$ cat config.mk
export PLATFORM = sky130hd
export DESIGN_NAME = fifo_uart_tx
export DESIGN_NICKNAME = d
export VERILOG_FILES = /design/src/rtl/uart_pkg.sv /design/src/rtl/uart_bit_timer.sv /design/src/rtl/fifo_uart_tx.sv
export SDC_FILE = /design/constraint.sdc
export NUM_CORES = 1
export LEC_CHECK = 0
export CAP_MARGIN = 20
export CORE_ASPECT_RATIO = 1.2
export CORE_MARGIN = 4
export CORE_UTILIZATION = 49
export DETAILED_ROUTE_END_ITERATION = 12
export PLACE_DENSITY_LB_ADDON = 0.05
export SETUP_SLACK_MARGIN = 0.2
export SYNTH_ARGS = -nofsm -noshare
export SYNTH_HDL_FRONTEND = slang
export SYNTH_SLANG_ARGS = --single-unit
$ cat constraint.sdc
create_clock -name clk -period 2 [get_ports clk]
set_clock_uncertainty 0.2 [all_clocks]
set_input_delay 0.4 -clock clk [delete_from_list [all_inputs] [get_ports clk]]
set_output_delay 0.4 -clock clk [all_outputs]
set_load 0.02 [all_outputs]
$ cat src/rtl/uart_pkg.sv
// Shared UART definitions: transmitter state encoding and serial line levels.
package uart_pkg;

    typedef enum logic [2:0] {
        IDLE,
        REQ,
        LOAD,
        START,
        DATA,
        PARITY,
        STOP
    } state_t;

    localparam logic IDLE_LEVEL  = 1'b1;
    localparam logic START_LEVEL = 1'b0;

endpackage

$ cat src/rtl/uart_bit_timer.sv
// Bit-period timer: counts 0..CLKS_PER_BIT-1 and flags the last cycle of each bit.
module uart_bit_timer #(
    parameter int CLKS_PER_BIT = 16
) (
    input  logic clk,
    input  logic rst,
    input  logic clear,
    output logic bit_tick
);

    localparam int CNT_W = (CLKS_PER_BIT > 1) ? $clog2(CLKS_PER_BIT) : 1;
    localparam logic [CNT_W-1:0] LAST = CNT_W'(CLKS_PER_BIT - 1);

    logic [CNT_W-1:0] cnt_q;

    always_ff @(posedge clk or posedge rst) begin
        if (rst) begin
            cnt_q <= '0;
        end else if (clear || bit_tick) begin
            cnt_q <= '0;
        end else begin
            cnt_q <= cnt_q + 1'b1;
        end
    end

    assign bit_tick = (cnt_q == LAST);

endmodule

$ cat src/rtl/fifo_uart_tx.sv
// Drains a synchronous FIFO one word at a time and shifts each word out as a UART frame.
//   state  | meaning
//   IDLE   | line high, waiting for enable and a non-empty FIFO
//   REQ    | one-cycle read strobe to the FIFO
//   LOAD   | capture registered FIFO data and its parity
//   START  | start bit
//   DATA   | data bits, LSB first
//   PARITY | even-parity bit (only when PARITY_EN)
//   STOP   | STOP_BITS stop bits; may chain straight into REQ
module fifo_uart_tx
    import uart_pkg::*;
#(
    parameter int DATA_WIDTH   = 8,
    parameter int CLKS_PER_BIT = 16,
    parameter int PARITY_EN    = 0,
    parameter int STOP_BITS    = 1
) (
    input  logic                  clk,
    input  logic                  rst,
    input  logic                  enable,
    input  logic                  fifo_empty,
    input  logic [DATA_WIDTH-1:0] fifo_dout,
    output logic                  fifo_rd_en,
    output logic                  tx,
    output logic                  busy,
    output logic                  tx_done
);

    localparam int IDX_W = $clog2(DATA_WIDTH) + 1;
    localparam logic [IDX_W-1:0] LAST_DATA = IDX_W'(DATA_WIDTH - 1);
    localparam logic [IDX_W-1:0] LAST_STOP = IDX_W'(STOP_BITS - 1);

    state_t                  state_q, state_d;
    logic [DATA_WIDTH-1:0]   shift_q, shift_d;
    logic [IDX_W-1:0]        idx_q, idx_d;
    logic                    parity_q, parity_d;
    logic                    tx_q, tx_d;
    logic                    rd_q;
    logic                    bit_tick;
    logic                    timer_clear;
    logic                    start_ok;

    assign start_ok    = enable && !fifo_empty;
    assign timer_clear = (state_q == IDLE) || (state_q == REQ) || (state_q == LOAD);

    uart_bit_timer #(
        .CLKS_PER_BIT(CLKS_PER_BIT)
    ) u_bit_timer (
        .clk     (clk),
        .rst     (rst),
        .clear   (timer_clear),
        .bit_tick(bit_tick)
    );

    always_comb begin
        state_d  = state_q;
        shift_d  = shift_q;
        idx_d    = idx_q;
        parity_d = parity_q;
        case (state_q)
            IDLE: if (start_ok) state_d = REQ;
            REQ:  state_d = LOAD;
            LOAD: begin
                shift_d  = fifo_dout;
                parity_d = ^fifo_dout;
                idx_d    = '0;
                state_d  = START;
            end
            START: if (bit_tick) begin
                idx_d   = '0;
                state_d = DATA;
            end
            DATA: if (bit_tick) begin
                if (idx_q == LAST_DATA) begin
                    idx_d   = '0;
                    state_d = (PARITY_EN != 0) ? PARITY : STOP;
                end else begin
                    shift_d = shift_q >> 1;
                    idx_d   = idx_q + 1'b1;
                end
            end
            PARITY: if (bit_tick) begin
                idx_d   = '0;
                state_d = STOP;
            end
            STOP: if (bit_tick) begin
                if (idx_q == LAST_STOP) begin
                    idx_d   = '0;
                    state_d = start_ok ? REQ : IDLE;
                end else begin
                    idx_d = idx_q + 1'b1;
                end
            end
            default: state_d = IDLE;
        endcase
    end

    // The line level is decided from the upcoming state so tx comes straight from a flop.
    always_comb begin
        tx_d = IDLE_LEVEL;
        case (state_d)
            START:   tx_d = START_LEVEL;
            DATA:    tx_d = shift_d[0];
            PARITY:  tx_d = parity_d;
            default: tx_d = IDLE_LEVEL;
        endcase
    end

    always_ff @(posedge clk or posedge rst) begin
        if (rst) begin
            state_q  <= IDLE;
            shift_q  <= '0;
            idx_q    <= '0;
            parity_q <= 1'b0;
            tx_q     <= IDLE_LEVEL;
            rd_q     <= 1'b0;
        end else begin
            state_q  <= state_d;
            shift_q  <= shift_d;
            idx_q    <= idx_d;
            parity_q <= parity_d;
            tx_q     <= tx_d;
            rd_q     <= (state_d == REQ);
        end
    end

    assign fifo_rd_en = rd_q;
    assign tx         = tx_q;
    assign busy       = (state_q != IDLE);
    assign tx_done    = (state_q == STOP) && bit_tick && (idx_q == LAST_STOP);

endmodule

---- Word level (Yosys, flattened, before mapping) ----
Cells that the tools add are included.
operators by class
  $add $sub $neg .......................... 2
  eq/ne operators ......................... 16
  mux-type cells .......................... 21
  reduce and logical (&&, ||, !) cells .... 16
operators with widths
  cell                                                                   number
  4-bit two-way mux                                                      6
  3-bit two-way mux                                                      7
  3-bit one-hot mux with 7 select lines                                  1
  8-bit two-way mux                                                      2
  4-bit one-hot mux with 4 select lines                                  1
  8-bit one-hot mux with 2 select lines                                  1
  3-bit equality test, second input constant                             5
  3-bit by 2-bit equality test with 1-bit output, second input constant  3
  4-bit by 1-bit adder with 4-bit output, second input constant          2
  8-bit XOR reduction                                                    1
  3-bit by 1-bit equality test with 1-bit output, second input constant  2
  2-bit != test, second input constant                                   3
  4-bit by 3-bit equality test with 1-bit output, second input constant  1
  4-bit equality test, second input constant                             1
  4-bit logical NOT                                                      1
  4-bit AND reduction                                                    1
  4-bit nonzero test                                                     1
  1-bit logical AND                                                      3
  3-bit logical NOT                                                      1
  1-bit logical OR                                                       3
  1-bit one-hot mux with 3 select lines                                  1
  3-bit AND reduction                                                    1
  3-bit nonzero test                                                     1
  1-bit two-way mux                                                      2
  other kinds (4)                                                        4
storage, ports and cells
  register bits after elaboration ......... 22
  input port bits ......................... 12
  output and inout bits ................... 4
  word-level logic and storage cells ...... 63

---- Logic depth before layout (Yosys ltp) ----
Gate-level depths: netlist of the first run.
  depth in word-level cells ............... 8
  gate-level depth with buffers ........... 7
  depth with buffers taken out ............ 7

---- Hierarchy ----
Synthesis of the first run repeated with hierarchy kept, for this count alone.
second synthesis, totals
  cells, all modules ...................... 131
  area, all modules ....................... 1246.2 um^2
modules (own cells, without submodules)
  module          times used  cells an instance  area each (um^2)  sequential area each (um^2)
  fifo_uart_tx    1           117                1071.0            451.7
  uart_bit_timer  1           14                 175.2             100.1

---- Least setup slack after synthesis of the first run ----
OpenSTA, ideal clock, no wires.
  kind .................................... register -> output
  from .................................... reg idx_q[0]
  to ...................................... out tx_done
  data arrival time ....................... 1427 ps
  required time ........................... 1400 ps
  slack ................................... -27 ps
  cell stages (with the launch flop) ...... 7
  buffers on the path ..................... 0
  cell sequence ........................... dfrtp_1 inv_1 ha_1 nor3b_1 and2_2 nand2_2 nor2_1
on the way
  cells in the longest elaborated chain, start to end .. 2
RTL lines
  what                      line                 text
  start: declaration        fifo_uart_tx.sv:35   logic [IDX_W-1:0] idx_q, idx_d;
  start signal: assignment  fifo_uart_tx.sv:120  idx_q <= idx_d;
  4-bit logical NOT         fifo_uart_tx.sv:130  assign tx_done = (state_q == STOP) && bit_tick && (idx_q == LAST_STOP);
  1-bit logical AND         fifo_uart_tx.sv:130
  end: declaration          fifo_uart_tx.sv:26   output logic tx_done
Every way passes these cells.

---- Worst setup path after layout of the first run ----
Same ends and word-level chain as after synthesis.

==> impl_metrics.csv, run 1 <==
group,metric,value,unit
placed_design,port_buffers,15,
logic_synthesis,yosysWarnings,0,
setup_path,worst-setup-path-type,"reg2out",
power_and_ir_drop,peakVddDrop,0.353,mV
logic_synthesis,synth_edf_count,0,
logic_synthesis,synthCells,132,
layout,diodes,0,
timing,finalWorstSetupSlack,-157,ps
layout,finalNonFillerCells,213,
timing,max_freq,464,MHz
timing,tightest_slew,366,ps
layout,layout.nets,196,
layout,final_common_cell,"buf_4",
placed_design,dp.cells,197,
clock_tree,cts_max_path_buffers,2,
setup_path,regToRegStartpoint,"idx_q[0]",
power_and_ir_drop,leakage,0.000849,uW
power_and_ir_drop,switching_share,23.5,%
timing,fin_crit,2160,ps
clock_tree,numCtsBuffers,3,
clock_tree,clockRootBuffer,"clkbuf_4",
clock_tree,cts_tree,"built",
clock_tree,clk-insertion-delay-late,300,ps
logic_synthesis,syn-num-nets,147,
setup_path,startpoint,"idx_q[0]",
clock_tree,htreeDepth,1,
run_status,violations,"negative setup slack",
routing,detailedRoute.firstPassIterationCount,4,
global_route,globalRouteOverflowTotal,0,
power_and_ir_drop,netSwitchingPower,181,uW
logic_synthesis,avgSynthCellArea,9.99,um2
power_and_ir_drop,clock_power_share,27.3,%
global_route,grt_pass1_vias,1159,
setup_path,critPathSlowestCell,"dfrtp_1",
floorplan,die_w,55.4,um
layout,drive_gt1_share,38.3,%
global_route,grt_use_total,17.6,%
routing,via_per_inst,5.47,
logic_synthesis,yosysUniqueCellTypes,45,
hold_path,min-delay-path-class,"in2async",
routing,drt_wl_total,3.11,mm
floorplan,num_rows,20,
floorplan,core_region_area,2550,um2
floorplan,initial_core_util,51.7,%
setup_path,crit_path_max_fanout,2,
global_route,antenna_found_initial,0,
power_and_ir_drop,comb_power_share,11.6,%
routing,ant_nets,0,
power_and_ir_drop,p_total,772,uW
logic_synthesis,yosys.area.top_type,"dfrtp_1",
global_route,grt_pass1_wl,5.01,mm
routing,route.detailed.drc,0,
setup_path,cp_cell_sequence,"inv_2 -> ha_4 -> nor3b_4 -> and2_4 -> nand2_4 -> nor2_4 -> buf_6",
timing,hold_viol_final,0,
timing,grt_setup_unrepaired,"yes",
placed_design,hpwl,2.11,mm
floorplan,pin_count,16,
logic_synthesis,synthTopCellsByArea,"dfrtp_1 (40%), xnor2_1 (5.3%), nand2_1 (4.8%)",
timing,final_max_slew_viol_count,0,
timing,slew_headroom,75.6,%
global_route,grt_max_degree,16,
floorplan,dieHeight,64.8,um
job,drv_cap,0,
setup_path,cpPeakStageDelay,420,ps
placed_design,gp_congestion,0.893,
logic_synthesis,ys_async_sr_fraction,100,%
setup_path,cp-start-kind,"register",
logic_synthesis,yosysSeqAreaShare,41.8,%
floorplan,dieArea,3590,um2
setup_path,ff2ff_setup_slack,-130,ps
logic_synthesis,synth_top_area_share,39.8,%
logic_synthesis,ys_ff_latch,22,
run_status,status,"finished, violations left",
setup_path,crit_path_end_kind,"primary output",
routing,drtIter0Drc,34,
layout,area_growth_syn_to_layout,45.6,%
logic_synthesis,synthesis.area,1320,um2
power_and_ir_drop,p_int,591,uW
clock_tree,cts_sinks,22,
power_and_ir_drop,powerDensity,402,nW/um2
logic_synthesis,ys_dominant_reg_cell,"dfrtp_1",
setup_path,required,1400,ps
timing,finalSetupViolCount,9,
setup_path,crit_arrival,1560,ps
timing,min_period_over_period,108,%
layout,final_cell_mix,"buf_4 (27), dfrtp_1 (21), nand2_1 (17)",
routing,vias,1166,
routing,wire_per_inst,14.6,um
clock_tree,clk_pin_slew,120,ps
power_and_ir_drop,pwr-share-seq,61.1,%
clock_tree,cts_hold_buf,0,
[power by group through the flow]
stage               Sequential (uW)  Combinational, uW  Clock [uW]
global placement                478               83.7           0
global route                    473                100         239
CTS                             470               87.1         217
finish                          471               89.8         211
floorplan                       478               46.9           0
detailed placement              479               86.0           0
[Yosys cell counts, types with 2 or more instances]
cell	number
dfrtp_1	21
nand2_1	17
xnor2_1	8
a22oi_1	6
o21ai_0	6
a21oi_1	5
nor2_1	5
buf_2	4
inv_1	4
nor3_1	4
ha_1	3
nand3_1	3
nand3b_1	3
nor3b_1	3
a21o_1	2
a32o_1	2
and3_1	2
clkbuf_1	2
mux2i_1	2
nand2_2	2
nand2b_1	2
nor2b_1	2
nor3b_2	2
[final timing paths]
check                                  endpoint  cells past startpoint
setup / recovery                        tx_done                      7
hold / removal             u_bit_timer.cnt_q[1]                      2
setup reg to reg                             tx                      8
hold reg to reg                      shift_q[3]                      2
max in group asynchronous            shift_q[1]                      3
min in group clk                     shift_q[3]                      2
[routing by layer]
metal  track usage, %  vias up  share of wire (%)
li1                 -      573                  -
met1             21.0      560                 42
met2             30.8       29                 53
met3             2.79        4                4.1
met4             7.90        0                1.2
met5                0        -                  0
[repair_timing]
item | CTS | global route
endpoints found under the setup margin | 19 | 19
gates resized for setup | 32 | 12
pin swaps | 11 | 13
buffers inserted | 7 | 5
[sequential cells by signal (all words and copies together) (netlist names)]
| signal | cells |
|---|---|
| parity_q | 1 |
| u_bit_timer.cnt_q | 4 |
| idx_q | 4 |
| tx | 1 |
| shift_q | 8 |
| state_q | 3 |
| fifo_rd_en | 1 |
[metrics by stage]
stage          hold WS (ps)  TNS, ps  util, %  instance area [um2]  worst slack [ps]
5_1_grt                 185    -1280     75.2                 1920              -255
2_1_floorplan           188        0        -                 1340              96.1
6_report                153     -409     75.2                 1920              -157
4_1_cts                 172     -450     71.6                 1830              -179
3_5_place_dp            262     -358     66.1                 1690              -322
3_3_place_gp            261     -307     66.1                 1690              -268
[cell type report]
type	count	area, um2
multi-input cells	99	820
well taps	33	41.3
fillers	180	632
flip-flops and latches	22	552
clock buffers	4	26.3
repair buffers	51	467
inverters	4	15.0
[cell families (layout without fill, tap and decap cells)]
logic type                 after synthesis  in the layout  synth area share (%)
and+or+nand+nor                         55             55                  26.0
AOI/OAI and AO/OA                       30             30                  17.7
DFF                                     22             22                  41.8
buffers and inverters                   11             59                  4.08
xor gates and xnor gates                 9              9                  5.98
adders and majority gates                3              3                  2.85
muxes                                    2              2                  1.52
[worst max-delay path: cells and delay by family (launching register included)]
family        cells  cell delay, ps
flops             1             420
buf+inv           2             200
simple gates      4             500
fa+ha+maj         1             130
Note: power is estimated with default switching activity, not from simulation.
==> run 2, diff against run 1 <==
- GPL_ROUTABILITY_DRIVEN: unset -> 0
- clock period: 2 -> 1.98 ns (I/O delays scaled with it)
==> impl_metrics.csv, run 2 (same netlist as run 1, synthesis figures left out) <==
group,metric,value,unit
run_status,status,"finished, violations left",
run_status,violations,"negative setup slack",
global_route,grt_pass1_vias,1165,
setup_path,crit_arrival,1580,ps
layout,drive_gt1_share,43.2,%
routing,drt_wl_total,3.17,mm
clock_tree,clk-insertion-delay-late,300,ps
power_and_ir_drop,netSwitchingPower,178,uW
layout,final_cell_mix,"buf_4 (33), dfrtp_1 (20), nand2_1 (14)",
layout,fin_util,76.6,%
layout,multi_input_area,820,um2
timing,finalWorstSetupSlack,-196,ps
clock_tree,numCtsBuffers,3,
power_and_ir_drop,clock_power_share,30.2,%
hold_path,min-delay-path-class,"in2async",
routing,detailedRoute.firstPassIterationCount,6,
routing,route.detailed.drc,0,
routing,wire_per_inst,14.5,um
floorplan,dieHeight,64.8,um
layout,diodes,0,
setup_path,crit_path_end_kind,"primary output",
power_and_ir_drop,switching_share,22.0,%
clock_tree,clk_pin_slew,120,ps
setup_path,cp-start-kind,"register",
power_and_ir_drop,peakVddDrop,0.597,mV
timing,fin_crit,2180,ps
global_route,grt_pass1_wl,5.24,mm
layout,final_common_cell,"buf_4",
floorplan,dieArea,3590,um2
power_and_ir_drop,leakage,0.000862,uW
placed_design,hpwl,2.27,mm
routing,ant_nets,0,
floorplan,die_w,55.4,um
floorplan,pin_count,16,
power_and_ir_drop,p_int,629,uW
layout,regArea,553,um2
timing,slew_headroom,75.9,%
floorplan,num_rows,20,
routing,drtIter0Drc,21,
clock_tree,cts_sinks,22,
timing,max_freq,460,MHz
floorplan,core_region_area,2550,um2
layout,reg.largest.list,"shift_q (8), idx_q (4), u_bit_timer.cnt_q (4)",
clock_tree,cts_hold_buf,0,
setup_path,crit_path_max_fanout,2,
routing,vias,1200,
timing,whs,213,ps
layout,largest_register,"shift_q",
power_and_ir_drop,pwr-share-seq,58.9,%
timing,finalSetupViolCount,10,
power_and_ir_drop,comb_power_share,10.9,%
timing,hold_viol_final,0,
timing,final_max_slew_viol_count,0,
layout,layout.nets,201,
layout,stdcell_area,1950,um2
power_and_ir_drop,powerDensity,413,nW/um2
global_route,antenna_found_initial,0,
setup_path,worst-setup-path-type,"reg2out",
routing,via_per_inst,5.50,
global_route,grt_use_total,18.4,%
layout,n_fill_cell,190,
timing,tightest_slew,362,ps
timing,min_period_over_period,110,%
layout,largest_reg_flops,8,
layout,area_growth_syn_to_layout,48.2,%
global_route,globalRouteOverflowTotal,0,
clock_tree,clockRootBuffer,"clkbuf_4",
clock_tree,htreeDepth,1,
placed_design,port_buffers,15,
job,drv_cap,0,
setup_path,required,1380,ps
placed_design,placed_area,1700,um2
floorplan,initial_core_util,51.7,%
clock_tree,cts_tree,"built",
global_route,grt_max_degree,23,
clock_tree,cts_max_path_buffers,2,
timing,grt_setup_unrepaired,"yes",
## run 2: cell types whose count changed in the layout (fill, tap and decap cells not counted), sizes merged
cell and delta:
buf +5, clkdlybuf4s15 +1, dlygate4sd2 -1
## run 2: what timing repair did
item                                    in CTS  in global routing
endpoints found under the hold margin        0                  0
endpoints found under the setup margin      19                 21
setup buffers                               12                  2
resized for setup                           35                 13
pin swaps                                    9                 10
gates cloned                                 0                  0
## run 2: final cells by class
class | count | share of cell area, %
Sequential cell | 22 | 28.3
Timing Repair Buffer | 56 | 25.0
Multi-Input combinational cell | 99 | 41.9
Tap cell | 33 | 2.11
Clock buffer | 4 | 1.86
Inverter | 4 | 0.768
## run 2: stage by stage
step | power, uW | worst slack [ps] | std cells | setup TNS [ps]
after floorplan | 530 | 76.1 | 132 | 0
after global placement | 568 | -297 | 200 | -354
after detailed placement | 570 | -352 | 200 | -407
after CTS | 809 | -224 | 216 | -330
after global routing | 846 | -285 | 218 | -1490
final | 807 | -196 | 218 | -533
## run 2: power by group through the flow
stage | Sequential, uW | Combinational, uW | Clock [uW]
floorplan | 483 | 47.4 | 0
global placement | 483 | 84.6 | 0
detailed placement | 484 | 86.5 | 0
CTS | 475 | 86.1 | 248
global route | 479 | 98.0 | 269
finish | 475 | 88.4 | 243
## run 2: path summary, 6_finish.rpt
check                           start         end  slack [ps]  cells past startpoint
max                          idx_q[1]     tx_done        -200                      7
min                               rst  shift_q[2]         210                      3
max reg2reg                  idx_q[1]          tx        -190                      8
min reg2reg                shift_q[5]  shift_q[5]         300                      2
max in group asynchronous         rst          tx        1090                      3
min in group clk           shift_q[5]  shift_q[5]         300                      2
## run 2: metal layers
| layer | part of all wire (%) | track usage (%) | up-vias |
|---|---|---|---|
| li1 | - | - | 588 |
| met1 | 41 | 20.4 | 571 |
| met4 | 1.3 | 6.69 | 0 |
| met3 | 4.3 | 1.99 | 6 |
| met2 | 54 | 35.5 | 35 |
| met5 | 0 | 0 | - |
## run 2: worst max-delay path, stage by stage, from the launching register on
cell and delay [ps]:
dfrtp_1 410, inv_2 80, ha_4 130, nor3b_4 190, and2_4 170, nand2_2 50, nor2_2 110, buf_6 120
